### src/rtl/attn_out_pkg.sv
// Shared types and sizing for the attention output collector.
// The output SRAM holds ROWS x GROUPS beats, one 128-bit word per beat.
package attn_out_pkg;

    typedef enum logic [1:0] {
        S_IDLE    = 2'd0,
        S_COLLECT = 2'd1,
        S_DONE    = 2'd2
    } state_t;

    localparam int ROWS    = 4;
    localparam int GROUPS  = 32;
    localparam int ADDR_W  = 7;
    localparam int DATA_W  = 128;
    localparam int ENTRIES = 128;
    localparam int CNT_W   = 8;

endpackage

### src/rtl/attn_out_bitmap.sv
// Occupancy bitmap for one collection pass.
// It reports whether the entry being set was already written, and counts distinct entries.
module attn_out_bitmap
    import attn_out_pkg::*;
(
    input  logic              clk,
    input  logic              rst,
    input  logic              clr,
    input  logic              set_en,
    input  logic [ADDR_W-1:0] set_idx,
    output logic              dup,
    output logic [CNT_W-1:0]  count,
    output logic [CNT_W-1:0]  count_next
);

    logic [ENTRIES-1:0] bits_r;
    logic [CNT_W-1:0]   count_r;
    logic               hit_s;
    logic               fresh_s;

    assign hit_s      = bits_r[set_idx];
    assign dup        = set_en & hit_s;
    assign count      = count_r;
    assign count_next = count_r + {{(CNT_W-1){1'b0}}, fresh_s};

    // A set adds a new entry only when the bit is clear; the count never passes ENTRIES.
    always_comb begin
        fresh_s = 1'b0;
        if (set_en && !hit_s && (count_r < CNT_W'(ENTRIES))) begin
            fresh_s = 1'b1;
        end else begin
            fresh_s = 1'b0;
        end
    end

    // Bitmap and counter state; clear has priority over a same-cycle set.
    always_ff @(posedge clk or posedge rst) begin
        if (rst) begin
            bits_r  <= {ENTRIES{1'b0}};
            count_r <= {CNT_W{1'b0}};
        end else if (clr) begin
            bits_r  <= {ENTRIES{1'b0}};
            count_r <= {CNT_W{1'b0}};
        end else if (fresh_s) begin
            bits_r[set_idx] <= 1'b1;
            count_r         <= count_next;
        end else begin
            bits_r  <= bits_r;
            count_r <= count_r;
        end
    end

endmodule

### src/rtl/attn_out_collector.sv
// Collects the attention output stream into the output SRAM, tracks coverage and errors,
// and serves fixed-latency host readback once the pass is complete.
module attn_out_collector
    import attn_out_pkg::*;
#(
    parameter int READ_LAT = 2,
    parameter int DATA_W   = 128
) (
    input  logic              clk,
    input  logic              rst,
    input  logic              start,
    input  logic              in_valid,
    input  logic [1:0]        in_row,
    input  logic [4:0]        in_group,
    input  logic [DATA_W-1:0] in_data,
    input  logic              in_done,
    output logic              MEM_WEB,
    output logic [ADDR_W-1:0] MEM_ADDR,
    output logic [DATA_W-1:0] MEM_DIN,
    input  logic [DATA_W-1:0] MEM_DOUT,
    input  logic              rd_req,
    input  logic [ADDR_W-1:0] rd_addr,
    output logic              rd_ready,
    output logic              rd_valid,
    output logic [DATA_W-1:0] rd_data,
    output logic              busy,
    output logic              all_written,
    output logic [CNT_W-1:0]  wr_count,
    output logic              err_dup,
    output logic              err_missing,
    output logic              err_unexp
);

    state_t              state_r;
    logic                busy_r;
    logic                all_written_r;
    logic                err_dup_r;
    logic                err_missing_r;
    logic                err_unexp_r;
    logic                mem_web_r;
    logic [ADDR_W-1:0]   mem_addr_r;
    logic [DATA_W-1:0]   mem_din_r;
    logic [READ_LAT-1:0] rd_pipe_r;

    logic                wr_accept_s;
    logic                count_en_s;
    logic                rd_ready_s;
    logic                rd_accept_s;
    logic                dup_s;
    logic [CNT_W-1:0]    count_s;
    logic [CNT_W-1:0]    count_next_s;

    // A beat that coincides with a restart still reaches the SRAM but belongs to no pass.
    assign wr_accept_s = (state_r == S_COLLECT) && in_valid;
    assign count_en_s  = wr_accept_s && !start;
    assign rd_ready_s  = (state_r == S_DONE) && mem_web_r;
    assign rd_accept_s = rd_req && rd_ready_s;

    attn_out_bitmap u_bitmap (
        .clk        (clk),
        .rst        (rst),
        .clr        (start),
        .set_en     (count_en_s),
        .set_idx    ({in_row, in_group}),
        .dup        (dup_s),
        .count      (count_s),
        .count_next (count_next_s)
    );

    // Pass control FSM with its registered status and sticky error flags.
    always_ff @(posedge clk or posedge rst) begin
        if (rst) begin
            state_r       <= S_IDLE;
            busy_r        <= 1'b0;
            all_written_r <= 1'b0;
            err_dup_r     <= 1'b0;
            err_missing_r <= 1'b0;
            err_unexp_r   <= 1'b0;
        end else if (start) begin
            state_r       <= S_COLLECT;
            busy_r        <= 1'b1;
            all_written_r <= 1'b0;
            err_dup_r     <= 1'b0;
            err_missing_r <= 1'b0;
            err_unexp_r   <= 1'b0;
        end else begin
            case (state_r)
                S_IDLE: begin
                    state_r <= S_IDLE;
                    busy_r  <= 1'b0;
                end
                S_COLLECT: begin
                    if (in_done) begin
                        state_r <= S_DONE;
                        busy_r  <= 1'b0;
                    end else begin
                        state_r <= S_COLLECT;
                        busy_r  <= 1'b1;
                    end
                end
                S_DONE: begin
                    state_r <= S_DONE;
                    busy_r  <= 1'b0;
                end
                default: begin
                    state_r <= S_IDLE;
                    busy_r  <= 1'b0;
                end
            endcase
            all_written_r <= (count_next_s == CNT_W'(ENTRIES));
            err_dup_r     <= err_dup_r | (count_en_s & dup_s);
            err_missing_r <= err_missing_r | ((state_r == S_COLLECT) && in_done &&
                                              (count_next_s < CNT_W'(ENTRIES)));
            err_unexp_r   <= err_unexp_r | (in_valid && (state_r != S_COLLECT));
        end
    end

    // SRAM port: one-cycle write strobe per beat, read address on accept, address held when idle.
    always_ff @(posedge clk or posedge rst) begin
        if (rst) begin
            mem_web_r  <= 1'b1;
            mem_addr_r <= {ADDR_W{1'b0}};
            mem_din_r  <= {DATA_W{1'b0}};
        end else if (wr_accept_s) begin
            mem_web_r  <= 1'b0;
            mem_addr_r <= {in_row, in_group};
            mem_din_r  <= in_data;
        end else if (rd_accept_s) begin
            mem_web_r  <= 1'b1;
            mem_addr_r <= rd_addr;
        end else begin
            mem_web_r  <= 1'b1;
        end
    end

    // Read valid pipeline; in-flight reads drain even after the state changes.
    always_ff @(posedge clk or posedge rst) begin
        if (rst) begin
            rd_pipe_r <= {READ_LAT{1'b0}};
        end else begin
            rd_pipe_r <= {rd_pipe_r[READ_LAT-2:0], rd_accept_s};
        end
    end

    assign MEM_WEB     = mem_web_r;
    assign MEM_ADDR    = mem_addr_r;
    assign MEM_DIN     = mem_din_r;
    assign rd_ready    = rd_ready_s;
    assign rd_valid    = rd_pipe_r[READ_LAT-1];
    assign rd_data     = rd_pipe_r[READ_LAT-1] ? MEM_DOUT : {DATA_W{1'b0}};
    assign busy        = busy_r;
    assign all_written = all_written_r;
    assign wr_count    = count_s;
    assign err_dup     = err_dup_r;
    assign err_missing = err_missing_r;
    assign err_unexp   = err_unexp_r;

endmodule

### config.mk
export PLATFORM = sky130hd
export DESIGN_NAME = attn_out_collector
export DESIGN_NICKNAME = d
export VERILOG_FILES = /design/src/rtl/attn_out_pkg.sv /design/src/rtl/attn_out_bitmap.sv /design/src/rtl/attn_out_collector.sv
export SDC_FILE = /design/constraint.sdc
export NUM_CORES = 1
export LEC_CHECK = 0
export CAP_MARGIN = 20
export CORE_AREA = 2 2 214 216
export CTS_CLUSTER_DIAMETER = 30
export DETAILED_ROUTE_END_ITERATION = 8
export DIE_AREA = 0 0 216 218
export DONT_BUFFER_PORTS = 1
export SLEW_MARGIN = 20
export SYNTH_ARGS = -nofsm -noshare
export SYNTH_HDL_FRONTEND = slang
export SYNTH_SLANG_ARGS = --single-unit
### constraint.sdc
create_clock -name clk -period 16.3 [get_ports clk]
set_input_delay 3.26 -clock clk [delete_from_list [all_inputs] [get_ports clk]]
set_output_delay 3.26 -clock clk [all_outputs]
set_load 0.01 [all_outputs]
=== Word level (Yosys, flattened, before mapping) ===
Cells that the tools add are included.

* Register bits: 281
* Output and inout port bits: 279
* Bits of input ports: 276
* Word-level logic and storage cells: 64

* Equal/unequal tests: 4
* Bitwise logic cells: 6
* Reduce and logical (&&, ||, !) cells: 14
* Magnitude comparators: 4
* Add/subtract/negate cells: 1
* Multiplexer cells: 23

{| class="wikitable"
|+ Operators by type and width
! operator !! number
|-
| $mux W128 || 3
|-
| $or A128 B128 Y128 || 1
|-
| $lt A8 B8 Y1 const B || 2
|-
| $mux W8 || 2
|-
| $mux W7 || 2
|-
| $mux W1 || 11
|-
| $logic_and A1 B1 Y1 || 10
|-
| $add A8 B1 Y8 || 1
|-
| $eq A8 B8 Y1 const B || 1
|-
| $lt A7 B8 Y1 const B || 1
|-
| $bmux W1 S7 || 1
|-
| $demux W1 S7 || 1
|-
| $ge A7 B1 Y1 const B || 1
|-
| $mux W2 || 2
|-
| $pmux W2 S2 || 1
|-
| $reduce_bool A2 Y1 || 2
|-
| $or A1 B1 Y1 || 3
|-
| $and A1 B1 Y1 || 2
|-
| $eq A2 B1 Y1 const B || 1
|-
| $eq A2 B2 Y1 const B || 1
|-
| $logic_not A1 Y1 || 2
|-
| $ne A2 B1 Y1 const B || 1
|}

=== Logic depth before layout (Yosys ltp) ===
* Depth after elaboration: 11
* Gate-level depth with buffers: 17
* Depth with buffers taken out: 14

=== By module ===
From an unflattened synthesis, not the netlist that was laid out.

* Cells, all modules: 1155
* Area, all modules: 13912.1 um2

{| class="wikitable"
|+ By module, submodules not included
! module !! area an instance (um2) !! instances !! cells an instance !! seq. area each (um2)
|-
| attn_out_bitmap || 6982.9 || 1 || 676 || 3403.3
|-
| attn_out_collector || 6929.1 || 1 || 479 || 3629.7
|}

=== Worst setup path before layout ===
Ideal clock, no wire load.

* Path kind: input port to output port
* Start: input MEM_DOUT[0]
* End: output rd_data[0]
* Path buffers: 0
* Data required time: 13.040 ns
* Slack: 9.615 ns
* Arrival: 3.425 ns
* Stages: 1
* Path through: and2_1

* Cells in the longest elaborated chain, start to end: 1

{| class="wikitable"
|+ Ends and longest elaborated chain
! element !! line !! RTL
|-
| start, declared || attn_out_collector.sv:20 || <nowiki>input logic [DATA_W-1:0] MEM_DOUT,</nowiki>
|-
| $mux W128 || attn_out_collector.sv:150 || <nowiki>assign rd_data = rd_pipe_r[READ_LAT-1] ? MEM_DOUT : {DATA_W{1'b0}};</nowiki>
|-
| end, declared || attn_out_collector.sv:25 || <nowiki>output logic [DATA_W-1:0] rd_data,</nowiki>
|}

No other way between the ends.

=== Worst setup path in the final report ===
* Start: input MEM_DOUT[86]
* End: output rd_data[86]

Same word-level chain as after synthesis.

==> results.json <==
{
  "outcome": "completed",
  "numPlacedInstances": 1645,
  "synth_area_leader_cell": "dfrtp_1",
  "post-route-period-util": 0.426,
  "synth-xor-area-share": 0.00138,
  "fin_setup_tns_ns": 0,
  "hpwlAfterDp_um": 35000,
  "clkSlewWorstSetupHoldPaths_ns": 0.04,
  "max_freq_mhz": 144,
  "drt-total-wl_um": 48500,
  "async_reset_ff_frac": 1.00,
  "fp.dieArea_um2": 47100,
  "start_util": 0.283,
  "clock_sink_count": 280,
  "cp_max_fo": 1,
  "leakagePower_nw": 6.71,
  "ys_seq_area_frac": 0.552,
  "cts_hold_buffers": 0,
  "hold_ws_ns": 0.354,
  "track_usage": 0.199,
  "place_area_um2": 13200,
  "slew_violations": 0,
  "cpMaxStageDelayCell": "and2_1",
  "hold_violations": 0,
  "crit_path_max_incr_delay_ns": 0.43,
  "worst_slew_pin_slew_ns": 1.09,
  "clock_latency_ns": 0.58,
  "min_path_type": "reg -> reg",
  "firstDrtPassIters": 5,
  "grt_pass1_wl_um": 67300,
  "synth_top_family_by_area": "multiplexers",
  "max-vdd-ir-drop_mv": 0.0958,
  "skew_ns": 0.0180,
  "crit_chain": "and2_1",
  "clock-root-buffer": "clkbuf_16",
  "yosys.area_share.simple": 0.142,
  "critPathKind": "in -> out",
  "syn2layout_area_growth_pct": 22.5,
  "top_layer_used": "met5",
  "numCtsBuffers": 66,
  "drtIter0Drc": 781,
  "rrSetupSlack_ns": 12.63,
  "finalSetupViolations": 0,
  "worstPathRequired_ns": 13.04,
  "vias": 9364,
  "ant_nets": 0,
  "gr-total-overflow": 0,
  "ios": 555,
  "synth_commonest_cells": "279 x dfrtp_1, 155 x nor2_1, 135 x mux2_2",
  "wl_per_cell_um": 27.3,
  "grt_pass1_vias": 9553,
  "die_w_um": 216,
  "rsz0062_at_grt": "no",
  "post-place-ws_ns": 9.36,
  "final_cells": 1778,
  "crit_family": "simple AND/OR/NAND/NOR gates",
  "m1WireLength_um": 16200,
  "port_buffers": 0,
  "synth_top_area_frac": 0.550,
  "syn_avg_cell_area_um2": 11.4,
  "place.gp.congestion": 0.807,
  "wl_met3_um": 3920,
  "cts_tree": "built",
  "ys_seq_elements": 280,
  "fin_crit_ns": 6.95,
  "postSynthCellCount": 1117,
  "rows": 78,
  "crit_arrival_ns": 3.69,
  "worstPathBufferInverterCount": 0,
  "synthMuxAreaShare": 0.166,
  "fin_ws_ns": 9.35,
  "synth-compound-area-share": 0.0999,
  "h-tree-depth": 3,
  "synth_area_um2": 12700,
  "cts_setup_buffers": 0,
  "start_kind": "input port",
  "synth_most_common_cell": "dfrtp_1",
  "cts_resized": 0,
  "drive_gt1_frac": 0.244,
  "antenna_found_initial": 28,
  "maxSlewHeadroom": 0.271,
  "p_per_area_nw_per_um2": 151,
  "nNetsFinal": 1393,
  "via_per_inst": 5.27,
  "wl_met2_um": 25500,
  "crit_path_end_kind": "output port",
  "core_um2": 44900,
  "synth_ff_type": "dfrtp_1",
  "synth_nets": 1397,
  "die_y_um": 218,
  "drc": 0,
  "grt_max_degree": 147,
  "yosysWarnings": 0,
  "max_cap_viol_count": 0,
  "ys_top_cells_by_area": "dfrtp_1 55%, mux2_2 12%, and2_1 6.5%",
  "synth_edf_count": 0,
  "finalInstanceArea_um2": 15600,
  "cts_buffer_depth": 3,
  "synthAdderAreaFrac": 0.00394,
  "synth_cell_types": 58
}
==> cell usage in the layout (no fill, tap or decap), types with 14 or more instances in the layout <==
cell type,Yosys,routed
and2_1,131,131
clkbuf_16,0,67
nand2_1,15,14
nor2_1,155,155
clkbuf_1,61,14
nand3_1,14,14
mux2i_1,20,20
nor3_1,18,17
a21oi_1,22,22
inv_1,15,14
a31oi_1,127,127
mux2_2,135,135
buf_4,7,15
dfrtp_1,279,278
mux4_2,17,17
==> logic make-up (layout without fill, tap and decap cells) <==
| group | Yosys count | after routing |
|---|---|---|
| muxes | 173 | 173 |
| xor gates and xnor gates | 2 | 2 |
| and+or+nand+nor | 360 | 360 |
| AOI/OAI and AO/OA | 194 | 194 |
| DFF | 280 | 280 |
| other | 0 | 12 |
| buffers and inverters | 104 | 153 |
| adders and majority gates | 4 | 4 |
==> stage by stage <==
stage / utilization / power, mW
final: 0.347 / 2.36
after global routing: 0.347 / 2.44
after CTS: 0.346 / 2.38
after detailed placement: 0.294 / 1.01
after global placement: 0.294 / 1.00
after floorplan: - / 0.965
==> routing by layer <==
layer	GRT usage	up-vias
li1	-	3979
met1	0.201	4698
met4	0.117	6
met2	0.361	566
met3	0.0601	115
met5	0	-
==> layout make-up <==
cell class	instances	area (um2)
inverters	17	71.3
fillers	4448	29300
flip-flops and latches	280	7010
well taps	600	751
repair buffers	15	113
multi-input cells	733	5270
clock inverters	32	477
diodes	12	30.0
clock buffers	89	1840
==> flip-flops by register name, indices dropped and copies added (netlist names), 2 cells and up <==
name and flops:
u_bitmap.bits_r 128, rd_pipe_r 2, u_bitmap.count 8, MEM_DIN 128
MEM_ADDR 7, state_r 2
==> report_power, final <==
| part | leakage (nW) | internal [mW] | switching, mW |
|---|---|---|---|
| Sequential | 3.59 | 0.764 | 0.0883 |
| Combinational | 2.00 | 0.0677 | 0.0764 |
| Clock | 1.12 | 0.926 | 0.434 |
==> path summary, 6_finish.rpt <==
path                                      start      endpoint  cells past startpoint
min in group asynchronous                   rst   MEM_DIN[35]                      1
max in group asynchronous                   rst  rd_pipe_r[1]                      2
max                                MEM_DOUT[86]   rd_data[86]                      1
min reg2reg                        rd_pipe_r[0]  rd_pipe_r[1]                      0
max reg2reg                u_bitmap.bits_r[119]   err_missing                     14
min                                rd_pipe_r[0]  rd_pipe_r[1]                      0
Power figures use the tool's default switching activity.
